[src/rtl/ex_alu_core_if.sv]
// rtl/ex_alu_core_if.sv - request/response handshake bundle between pipeline control and ex_alu_core
interface ex_alu_core_if #(
  parameter int DATA_W = 16
);
  logic              in_valid;
  logic              in_ready;
  logic [2:0]        alu_ctrl;
  logic [DATA_W-1:0] op_a;
  logic [DATA_W-1:0] op_b;
  logic              out_valid;
  logic              out_ready;
  logic [DATA_W-1:0] result;
  logic              zero;
  logic              overflow;
  logic              illegal;

  modport master (
    output in_valid, alu_ctrl, op_a, op_b, out_ready,
    input  in_ready, out_valid, result, zero, overflow, illegal
  );

  modport slave (
    input  in_valid, alu_ctrl, op_a, op_b, out_ready,
    output in_ready, out_valid, result, zero, overflow, illegal
  );
endinterface

[src/rtl/ex_alu_core.sv]
// rtl/ex_alu_core.sv - EX-stage ALU: 1-cycle add/sub/and/or/slt, bit-serial shifts, registered result+flags
// Optional macro ALU_MUL_EN compiles in an iterative shift-add multiplier on alu_ctrl 011.
module ex_alu_core #(
  parameter int DATA_W = 16
) (
  input logic          clock,
  input logic          reset,
  ex_alu_core_if.slave bus
);
  localparam int SH_W = $clog2(DATA_W);

  localparam logic [2:0] OP_AND = 3'b000;
  localparam logic [2:0] OP_OR  = 3'b001;
  localparam logic [2:0] OP_ADD = 3'b010;
  localparam logic [2:0] OP_SLL = 3'b100;
  localparam logic [2:0] OP_SRL = 3'b101;
  localparam logic [2:0] OP_SUB = 3'b110;
  localparam logic [2:0] OP_SLT = 3'b111;
`ifdef ALU_MUL_EN
  localparam logic [2:0] OP_MUL = 3'b011;

  typedef enum logic [1:0] {IDLE = 2'd0, SHIFT = 2'd1, MUL = 2'd2, DONE = 2'd3} state_t;
`else
  typedef enum logic [1:0] {IDLE = 2'd0, SHIFT = 2'd1, DONE = 2'd3} state_t;
`endif

  state_t            state;
  logic [DATA_W-1:0] result_q;
  logic              zero_q;
  logic              overflow_q;
  logic              illegal_q;
  logic              out_valid_q;

  logic [DATA_W-1:0] shift_acc;
  logic [SH_W-1:0]   shift_cnt;
  logic              shift_left;
  logic [DATA_W-1:0] shift_next;

  logic              accept;
  logic [SH_W-1:0]   shamt;
  logic              start_shift;
  logic [DATA_W-1:0] sum;
  logic [DATA_W-1:0] diff;
  logic              add_ovf;
  logic              sub_ovf;
  logic [DATA_W-1:0] imm_result;
  logic              imm_ovf;
  logic              imm_illegal;

`ifdef ALU_MUL_EN
  logic [2*DATA_W-1:0] mul_mcand;
  logic [2*DATA_W-1:0] mul_prod;
  logic [2*DATA_W-1:0] mul_prod_next;
  logic [DATA_W-1:0]   mul_mplier;
  logic [SH_W-1:0]     mul_cnt;
  logic                start_mul;

  assign start_mul     = (bus.alu_ctrl == OP_MUL);
  assign mul_prod_next = mul_prod + (mul_mplier[0] ? mul_mcand : '0);
`endif

  assign bus.in_ready  = ~reset & ((state == IDLE) | ((state == DONE) & bus.out_ready));
  assign accept        = bus.in_valid & bus.in_ready;

  assign bus.out_valid = out_valid_q;
  assign bus.result    = result_q;
  assign bus.zero      = zero_q;
  assign bus.overflow  = overflow_q;
  assign bus.illegal   = illegal_q;

  assign shamt       = bus.op_b[SH_W-1:0];
  assign start_shift = ((bus.alu_ctrl == OP_SLL) | (bus.alu_ctrl == OP_SRL)) & (shamt != '0);
  assign shift_next  = shift_left ? (shift_acc << 1) : (shift_acc >> 1);

  assign sum     = bus.op_a + bus.op_b;
  assign diff    = bus.op_a - bus.op_b;
  assign add_ovf = (bus.op_a[DATA_W-1] == bus.op_b[DATA_W-1]) & (sum[DATA_W-1]  != bus.op_a[DATA_W-1]);
  assign sub_ovf = (bus.op_a[DATA_W-1] != bus.op_b[DATA_W-1]) & (diff[DATA_W-1] != bus.op_a[DATA_W-1]);

  // Immediate result for every op that completes on the accept edge (shift by 0 passes op_a).
  always_comb begin
    imm_result  = '0;
    imm_ovf     = 1'b0;
    imm_illegal = 1'b0;
    case (bus.alu_ctrl)
      OP_ADD: begin
        imm_result = sum;
        imm_ovf    = add_ovf;
      end
      OP_SUB: begin
        imm_result = diff;
        imm_ovf    = sub_ovf;
      end
      OP_AND:         imm_result = bus.op_a & bus.op_b;
      OP_OR:          imm_result = bus.op_a | bus.op_b;
      OP_SLT:         imm_result = {{(DATA_W-1){1'b0}}, diff[DATA_W-1] ^ sub_ovf};
      OP_SLL, OP_SRL: imm_result = bus.op_a;
`ifdef ALU_MUL_EN
      OP_MUL:         imm_result = '0;
`endif
      default:        imm_illegal = 1'b1;
    endcase
  end

  always_ff @(posedge clock or posedge reset) begin
    if (reset) begin
      state       <= IDLE;
      result_q    <= '0;
      zero_q      <= 1'b0;
      overflow_q  <= 1'b0;
      illegal_q   <= 1'b0;
      out_valid_q <= 1'b0;
      shift_acc   <= '0;
      shift_cnt   <= '0;
      shift_left  <= 1'b0;
`ifdef ALU_MUL_EN
      mul_mcand   <= '0;
      mul_prod    <= '0;
      mul_mplier  <= '0;
      mul_cnt     <= '0;
`endif
    end else begin
      case (state)
        IDLE, DONE: begin
          if (accept) begin
            if (start_shift) begin
              state       <= SHIFT;
              out_valid_q <= 1'b0;
              shift_acc   <= bus.op_a;
              shift_cnt   <= shamt;
              shift_left  <= (bus.alu_ctrl == OP_SLL);
            end
`ifdef ALU_MUL_EN
            else if (start_mul) begin
              state       <= MUL;
              out_valid_q <= 1'b0;
              mul_mcand   <= {{DATA_W{1'b0}}, bus.op_a};
              mul_mplier  <= bus.op_b;
              mul_prod    <= '0;
              mul_cnt     <= '0;
            end
`endif
            else begin
              state       <= DONE;
              out_valid_q <= 1'b1;
              result_q    <= imm_result;
              zero_q      <= (imm_result == '0);
              overflow_q  <= imm_ovf;
              illegal_q   <= imm_illegal;
            end
          end else if ((state == DONE) && bus.out_ready) begin
            state       <= IDLE;
            out_valid_q <= 1'b0;
          end
        end

        SHIFT: begin
          shift_acc <= shift_next;
          shift_cnt <= shift_cnt - SH_W'(1);
          if (shift_cnt == SH_W'(1)) begin
            state       <= DONE;
            out_valid_q <= 1'b1;
            result_q    <= shift_next;
            zero_q      <= (shift_next == '0);
            overflow_q  <= 1'b0;
            illegal_q   <= 1'b0;
          end
        end

`ifdef ALU_MUL_EN
        // One multiplier bit per cycle; the last iteration's sum goes straight to the result register.
        MUL: begin
          mul_prod   <= mul_prod_next;
          mul_mcand  <= mul_mcand << 1;
          mul_mplier <= mul_mplier >> 1;
          mul_cnt    <= mul_cnt + SH_W'(1);
          if (mul_cnt == SH_W'(DATA_W-1)) begin
            state       <= DONE;
            out_valid_q <= 1'b1;
            result_q    <= mul_prod_next[DATA_W-1:0];
            zero_q      <= (mul_prod_next[DATA_W-1:0] == '0);
            overflow_q  <= (mul_prod_next[2*DATA_W-1:DATA_W] != '0);
            illegal_q   <= 1'b0;
          end
        end
`endif

        default: state <= IDLE;
      endcase
    end
  end
endmodule
[src/flat_wrapper.sv]
// flat-port wrapper written by rule: the top's interface ports become plain ports
module ex_alu_core_flat 
#(
  parameter int DATA_W = 16
)
  (clock, reset, bus_in_valid, bus_alu_ctrl, bus_op_a, bus_op_b, bus_out_ready, bus_in_ready, bus_out_valid, bus_result, bus_zero, bus_overflow, bus_illegal);
  ex_alu_core_if #(.DATA_W(DATA_W)) bus_i ();
  input logic clock;
  input logic reset;
  input wire logic [$bits(bus_i.in_valid)-1:0] bus_in_valid;
  input wire logic [$bits(bus_i.alu_ctrl)-1:0] bus_alu_ctrl;
  input wire logic [$bits(bus_i.op_a)-1:0] bus_op_a;
  input wire logic [$bits(bus_i.op_b)-1:0] bus_op_b;
  input wire logic [$bits(bus_i.out_ready)-1:0] bus_out_ready;
  output wire logic [$bits(bus_i.in_ready)-1:0] bus_in_ready;
  output wire logic [$bits(bus_i.out_valid)-1:0] bus_out_valid;
  output wire logic [$bits(bus_i.result)-1:0] bus_result;
  output wire logic [$bits(bus_i.zero)-1:0] bus_zero;
  output wire logic [$bits(bus_i.overflow)-1:0] bus_overflow;
  output wire logic [$bits(bus_i.illegal)-1:0] bus_illegal;
  assign bus_i.in_valid = bus_in_valid;
  assign bus_i.alu_ctrl = bus_alu_ctrl;
  assign bus_i.op_a = bus_op_a;
  assign bus_i.op_b = bus_op_b;
  assign bus_i.out_ready = bus_out_ready;
  assign bus_in_ready = bus_i.in_ready;
  assign bus_out_valid = bus_i.out_valid;
  assign bus_result = bus_i.result;
  assign bus_zero = bus_i.zero;
  assign bus_overflow = bus_i.overflow;
  assign bus_illegal = bus_i.illegal;
  ex_alu_core #(.DATA_W(DATA_W)) u_core (.clock(clock), .reset(reset), .bus(bus_i));
endmodule
[config.mk]
export PLATFORM = sky130hd
export DESIGN_NAME = ex_alu_core_flat
export DESIGN_NICKNAME = d
export VERILOG_FILES = /design/src/rtl/ex_alu_core_if.sv /design/src/rtl/ex_alu_core.sv /design/src/flat_wrapper.sv
export SDC_FILE = /design/constraint.sdc
export NUM_CORES = 1
export LEC_CHECK = 0
export ABC_AREA = 0
export BUFFER_PORTS_ARGS = -buffer_cell sky130_fd_sc_hd__buf_2
export CORE_UTILIZATION = 65
export CTS_CLUSTER_SIZE = 10
export DETAILED_ROUTE_END_ITERATION = 10
export PLACE_DENSITY = 0.95
export SETUP_SLACK_MARGIN = 0.5
export SLEW_MARGIN = 20
export SYNTH_ARGS = -nofsm -noshare
export SYNTH_HDL_FRONTEND = slang
export SYNTH_SLANG_ARGS = --single-unit
[constraint.sdc]
create_clock -name clock -period 7.8 [get_ports clock]
set_input_delay 1.56 -clock clock [delete_from_list [all_inputs] [get_ports clock]]
set_output_delay 1.56 -clock clock [all_outputs]
set_load 0.01 [all_outputs]
======== Word level (Yosys, flattened, before mapping) ========
Cells that the tools add are included.
cells by class
  add/sub/neg operators ................... 3
  eq/ne operators ......................... 18
  muxes and demuxes ....................... 35
  bitwise logic cells ..................... 12
  reduce and logical (&&, ||, !) cells .... 15
operator list
  kind                                                   number
  2-to-1 mux 16 bit                                      6
  one-hot mux 16 bit (6 select lines)                    1
  one-hot mux 16 bit (2 select lines)                    2
  zero test 16 bit                                       2
  adder 16 bit                                           1
  bitwise AND 16 bit                                     1
  bitwise OR 16 bit                                      1
  subtractor 16 bit                                      1
  2-to-1 mux 1 bit                                       13
  equality test 3 bit, second input constant             4
  one-hot mux 1 bit (2 select lines)                     5
  AND reduction 3 bit                                    3
  2-to-1 mux 2 bit                                       4
  2-to-1 mux 4 bit                                       2
  one-hot mux 4 bit (2 select lines)                     1
  OR reduction 7 bit                                     1
  bitwise AND 1 bit                                      6
  inequality test 2 x 1 -> 1 bit, second input constant  3
  equality test 4 x 1 -> 1 bit, second input constant    1
  one-hot mux 2 bit (2 select lines)                     1
  AND reduction 4 bit                                    1
  nonzero test 4 bit                                     1
  OR reduction 2 bit                                     2
  subtractor 4 x 1 -> 4 bit, second input constant       1
  other kinds (16)                                       19
storage, ports and cells
  flip-flop bits (word level) ............. 43
  bits of input ports ..................... 39
  output and inout port bits .............. 21
  word-level logic and storage cells ...... 92

======== Logic depth before layout (Yosys ltp) ========
  depth after elaboration ................. 9
  depth in mapped cells ................... 18
  mapped depth without buffers ............ 17

======== Least setup slack after synthesis ========
Ideal clock, no wire load.
  path kind ............................... input-to-reg
  start ................................... in bus_op_b[4]
  end ..................................... reg u_core.zero_q, in the netlist u_core.bus.zero
  setup time .............................. 92 ps
  arrival ................................. 5421 ps
  data required time ...................... 7708 ps
  path slack .............................. 2288 ps
  cell stages on the path ................. 18
  buffers on the path ..................... 1
  cells stage by stage .................... inv_1 -> ha_1 -> buf_2 -> nor3b_1 -> a2111oi_0 -> or4_1 -> a311o_1 -> o21bai_1 -> a21oi_1 -> fa_1 -> nand3_1 -> nand3_1 -> o21ai_0 -> or3b_2 -> or4_4 -> a2111oi_4 -> nand4b_1 -> o31ai_2
on the way
  word-level cells in the longest chain between the ends .. 9
  elaborated cells between the ends (all ways) .. 12
  classes of those cells .................. add/sub: 2; eq/ne: 1; mux: 4; bitwise: 4; reduce/logical: 1
ends and longest elaborated chain
  item                                     RTL line            source
  start, declared                          flat_wrapper.sv:13  input wire logic [$bits(bus_i.op_b)-1:0] bus_op_b;
  subtractor 16 bit                        ex_alu_core.sv:76   assign diff = bus.op_a - bus.op_b;
  inequality test 1 bit                    ex_alu_core.sv:78   assign sub_ovf = (bus.op_a[DATA_W-1] != bus.op_b[DATA_W-1]) & (diff[DATA_W-1] != bus.op_a[DATA_W-1]);
  bitwise AND 1 bit                        ex_alu_core.sv:78
  XOR 1 bit                                ex_alu_core.sv:96   OP_SLT: imm_result = {{(DATA_W-1){1'b0}}, diff[DATA_W-1] ^ sub_ovf};
  one-hot mux 16 bit (6 select lines) (*)  ex_alu_core.sv:85   case (bus.alu_ctrl)
  zero test 16 bit (*)                     ex_alu_core.sv:147  zero_q <= (imm_result == '0);
  2-to-1 mux 1 bit (*)                     ex_alu_core.sv:126  if (start_shift) begin
  2-to-1 mux 1 bit (*)                     ex_alu_core.sv:125  if (accept) begin
  one-hot mux 1 bit (2 select lines) (*)   ex_alu_core.sv:123  case (state)
  end signal, assigned                     ex_alu_core.sv:147
  end signal, assigned                     ex_alu_core.sv:164  zero_q <= (shift_next == '0);
  end, declared                            ex_alu_core.sv:29   logic zero_q;
Every way passes the cells marked *; elsewhere a longest branch is shown, timed or not. The select of a mux whose other input is x is not followed.
A chain may end at the register's enable or synchronous reset.

======== Worst setup path in the final report ========
  start ................................... in bus_op_b[3]
  end ..................................... reg u_core.zero_q, in the netlist u_core.bus.zero
on the way
  word-level cells in the longest chain between the ends .. 9
  elaborated cells between the ends (all ways) .. 16
  classes of those cells .................. add/sub: 2; eq/ne: 2; mux: 4; bitwise: 5; reduce/logical: 3
ends and longest elaborated chain
  item                                 RTL line
  subtractor 16 bit                    ex_alu_core.sv:76
  inequality test 1 bit                ex_alu_core.sv:78
  bitwise AND 1 bit                    ex_alu_core.sv:78
  XOR 1 bit                            ex_alu_core.sv:96
  one-hot mux 16 bit (6 select lines)  ex_alu_core.sv:85
  zero test 16 bit                     ex_alu_core.sv:147
  2-to-1 mux 1 bit                     ex_alu_core.sv:126
  2-to-1 mux 1 bit                     ex_alu_core.sv:125
  one-hot mux 1 bit (2 select lines)   ex_alu_core.sv:123
Parallel ways exist; a longest one is shown, timed or not. The select of a mux whose other input is x is not followed.

==> metrics <==
Synth area leader dfrtp_1; Setup CP Type primary input to flop; global route total overflow 0; met2 GRT Util 58.7%; Lkg Pwr 2.47 nW; Post-Layout Cell Count 753; DRT iter0 DRCs 628; IO buf count 59; GR peak layer met2; Slew headroom 39.9%; clock slew at reported path FFs 90 ps; Crit-path slowest cell or4_1; CP dominant cell by count nand3_1; CTS tree yes; Net Switching 0.000613 W; FILL cells 539; Max H-tree Level 2; Cells after Synth 625; Final Setup Violations 0; Ports 60; GR Util All Layers 35.7%; Die Y 87.7 um; clk buf depth 2; CP Launch Type primary input; Fin Setup TNS 0 ps; crit end category flop; Antenna Violating Nets Remaining 0; unique cell type count in the Yosys netlist 65; CP max stage delay 570 ps; Synth Area in Compound Gates 28.8%; antenna violations before repair 0; Die Span X 87.7 um; DP HPWL 9.81 mm; Int Pwr 0.000703 W; number of clock sinks 43; mapped cell area 4770 um^2; Hold-fix buffers, CTS 0; Highest Clock Rate 173 MHz; Pins Over Slew Limit 0; post-synthesis mux area share 5.19%; largest net degree at the start of global routing 65; crit path DAT 6000 ps; first-pass GRT wire length 21.4 mm; syn nets 724; CP required 8020 ps; Routed WL 13.4 mm; nets 755; Setup Buffers After CTS 0; wire length per cell 17.8 um; Place WS 1740 ps; clock buffers created by TritonCTS 5; Post-Synth Simple-Gate Area 17.3%; delay-heaviest family, CP simple AND/OR/NAND/NOR gates; flops & latches, synth 43; top cells by count, synth o21ai_0 (76), nand2_1 (60), ha_1 (57); adder-cell share of the synthesized area 16.2%; Tcrit/Tclk final 74.2%; largest cells by area after synthesis dfrtp_1 (23%), ha_1 (15%), o21ai_0 (8.0%); post-synthesis sequential area ratio 22.5%; Final Hold Vio Count 0; setup slack after layout 2010 ps; # DRC 0; Routability Congestion 0.964; drt via density 6.54; synthesized area per cell 7.64 um^2; post-synth top area share 22.5%; final hold slack 485 ps; crit-path max FO 10; Final Total Pwr 0.00132 W; skew final 12.9 ps; Logic pwr share 53.3%; row count 30; Synthesis Warnings 0; root buf cell clkbuf_8; Post-synth EDFFs 0; Synth async-reset ratio 100%; most common cell in the netlist o21ai_0; vias 4923; share of layout cells above drive strength 1 13.7%; largest family of logic cells by synthesized area compound AO/OA/AOI/OAI gates; sw frac 46.6%; Peak VDD IR 134 uV; MaxCap Viol Count 0; dominant synthesized flop cell dfrtp_1; Cell Pwr Density 254 nW/um^2; full die area 7690 um^2; WP buf/inv 2; core area 6940 um^2; type of the most critical hold path flop to flop; GR met3 Demand/Resource 4.81%; Pre-antenna DRT Iters 6; vias in the first global route 4490; worst path cell trace buf_2 -> inv_2 -> ha_1 -> nor3_1 -> a2111oi_0 -> or4_1 -> a311o_1 -> o21bai_1 -> a21oi_1 -> fa_1 -> nand3_1 -> nand3_1 -> o21ai_0 -> or3b_2 -> or4_4 -> a2111oi_4 -> nand4b_1 -> o31ai_2; Worst-Margin Slew 900 ps; Initial Util 68.7%; Layout area overhead 8.52%; status finished clean; Clock Latency Late Sink 300 ps; # diodes 0; Synth Area in XOR/XNOR 2.20%; CTS resizes 0; unrepaired setup endpoints after global routing false; Flop pwr share 32.9%; Clk network pwr share 13.8%; dpl cells 745; Final min period 5790 ps; GR Util met1 47.5%
==> power groups by stage <==
stage               sequential [W]  combinational [W]  clock, W
floorplan                 0.000412           0.000498         0
global placement          0.000420           0.000653         0
detailed placement        0.000429           0.000682         0
CTS                       0.000427           0.000689  0.000180
global route              0.000442           0.000777  0.000190
finish                    0.000434           0.000701  0.000181
==> cells in the final DEF, fill, tap and decap left out, types with 10 or more instances in the layout <==
cell type / Yosys / final
o21ai_0: 76 / 75
mux2i_1: 18 / 18
dfrtp_1: 43 / 43
a21oi_1: 48 / 48
a211oi_1: 19 / 19
buf_2: 7 / 59
nand3_1: 12 / 12
ha_1: 57 / 56
inv_1: 49 / 49
nor2_1: 49 / 49
nand2_1: 60 / 60
xnor2_1: 10 / 10
==> metal layers <==
metal,wire length (um),share of wire [%],vias up
li1,-,-,2287
met1,5580,42,2253
met2,6190,46,331
met3,1250,9.3,52
met4,414,3.1,0
met5,0,0,-
==> cell type report <==
type	instances	area [um^2]	area share, %
clock buffer	6	82.6	1.59
multi-input combinational	489	3330	64.4
tap	96	120	2.32
timing repair buffer	64	333	6.43
inverter	53	199	3.84
sequential	43	1080	20.8
clock inverter	2	35.0	0.676
==> flip-flops by register name (all words and copies together) (netlist names) <==
signal / count
u_core.bus.out_valid: 1
u_core.bus.illegal: 1
u_core.shift_cnt: 4
u_core.shift_left: 1
u_core.shift_acc: 16
u_core.bus.zero: 1
u_core.bus.overflow: 1
u_core.state: 2
u_core.bus.result: 16
==> worst register-to-register path, delay by kind of cell, from the launching register on <==
family | cells | cell delay [ps]
AND/OR/NAND/NOR | 3 | 1080
flip-flops | 1 | 380
buffers and inverters | 3 | 640
adder cells (fa/ha/maj) | 1 | 170
AO/OA/AOI/OAI | 3 | 760
==> final timing paths <==
check,depth (start not counted),endpoint,slack (ps),from
max,18,u_core.bus.zero,2010,bus_op_b[3]
min,2,u_core.bus.result[3],490,u_core.bus.result[3]
max reg2reg,10,u_core.bus.zero,4700,u_core.state[1]
min reg2reg,2,u_core.bus.result[3],490,u_core.bus.result[3]
max in group asynchronous,3,u_core.bus.result[13],6030,reset
min in group asynchronous,3,u_core.shift_cnt[2],1390,reset
==> logic make-up (layout without fill, tap and decap cells) <==
logic type	Yosys count	in the layout
DFF	43	43
muxes	24	24
xor gates and xnor gates	12	12
adders and majority gates	60	60
buffers and inverters	93	125
AOI/OAI and AO/OA	217	217
and+or+nand+nor	176	176
==> metrics by stage <==
step,instance area [um^2],utilization (%)
finish,5180,74.6
global route,5180,74.6
CTS,5180,74.6
detailed placement,5060,72.9
global placement,5060,72.9
floorplan,4770,-
Power figures use the tool's default switching activity.
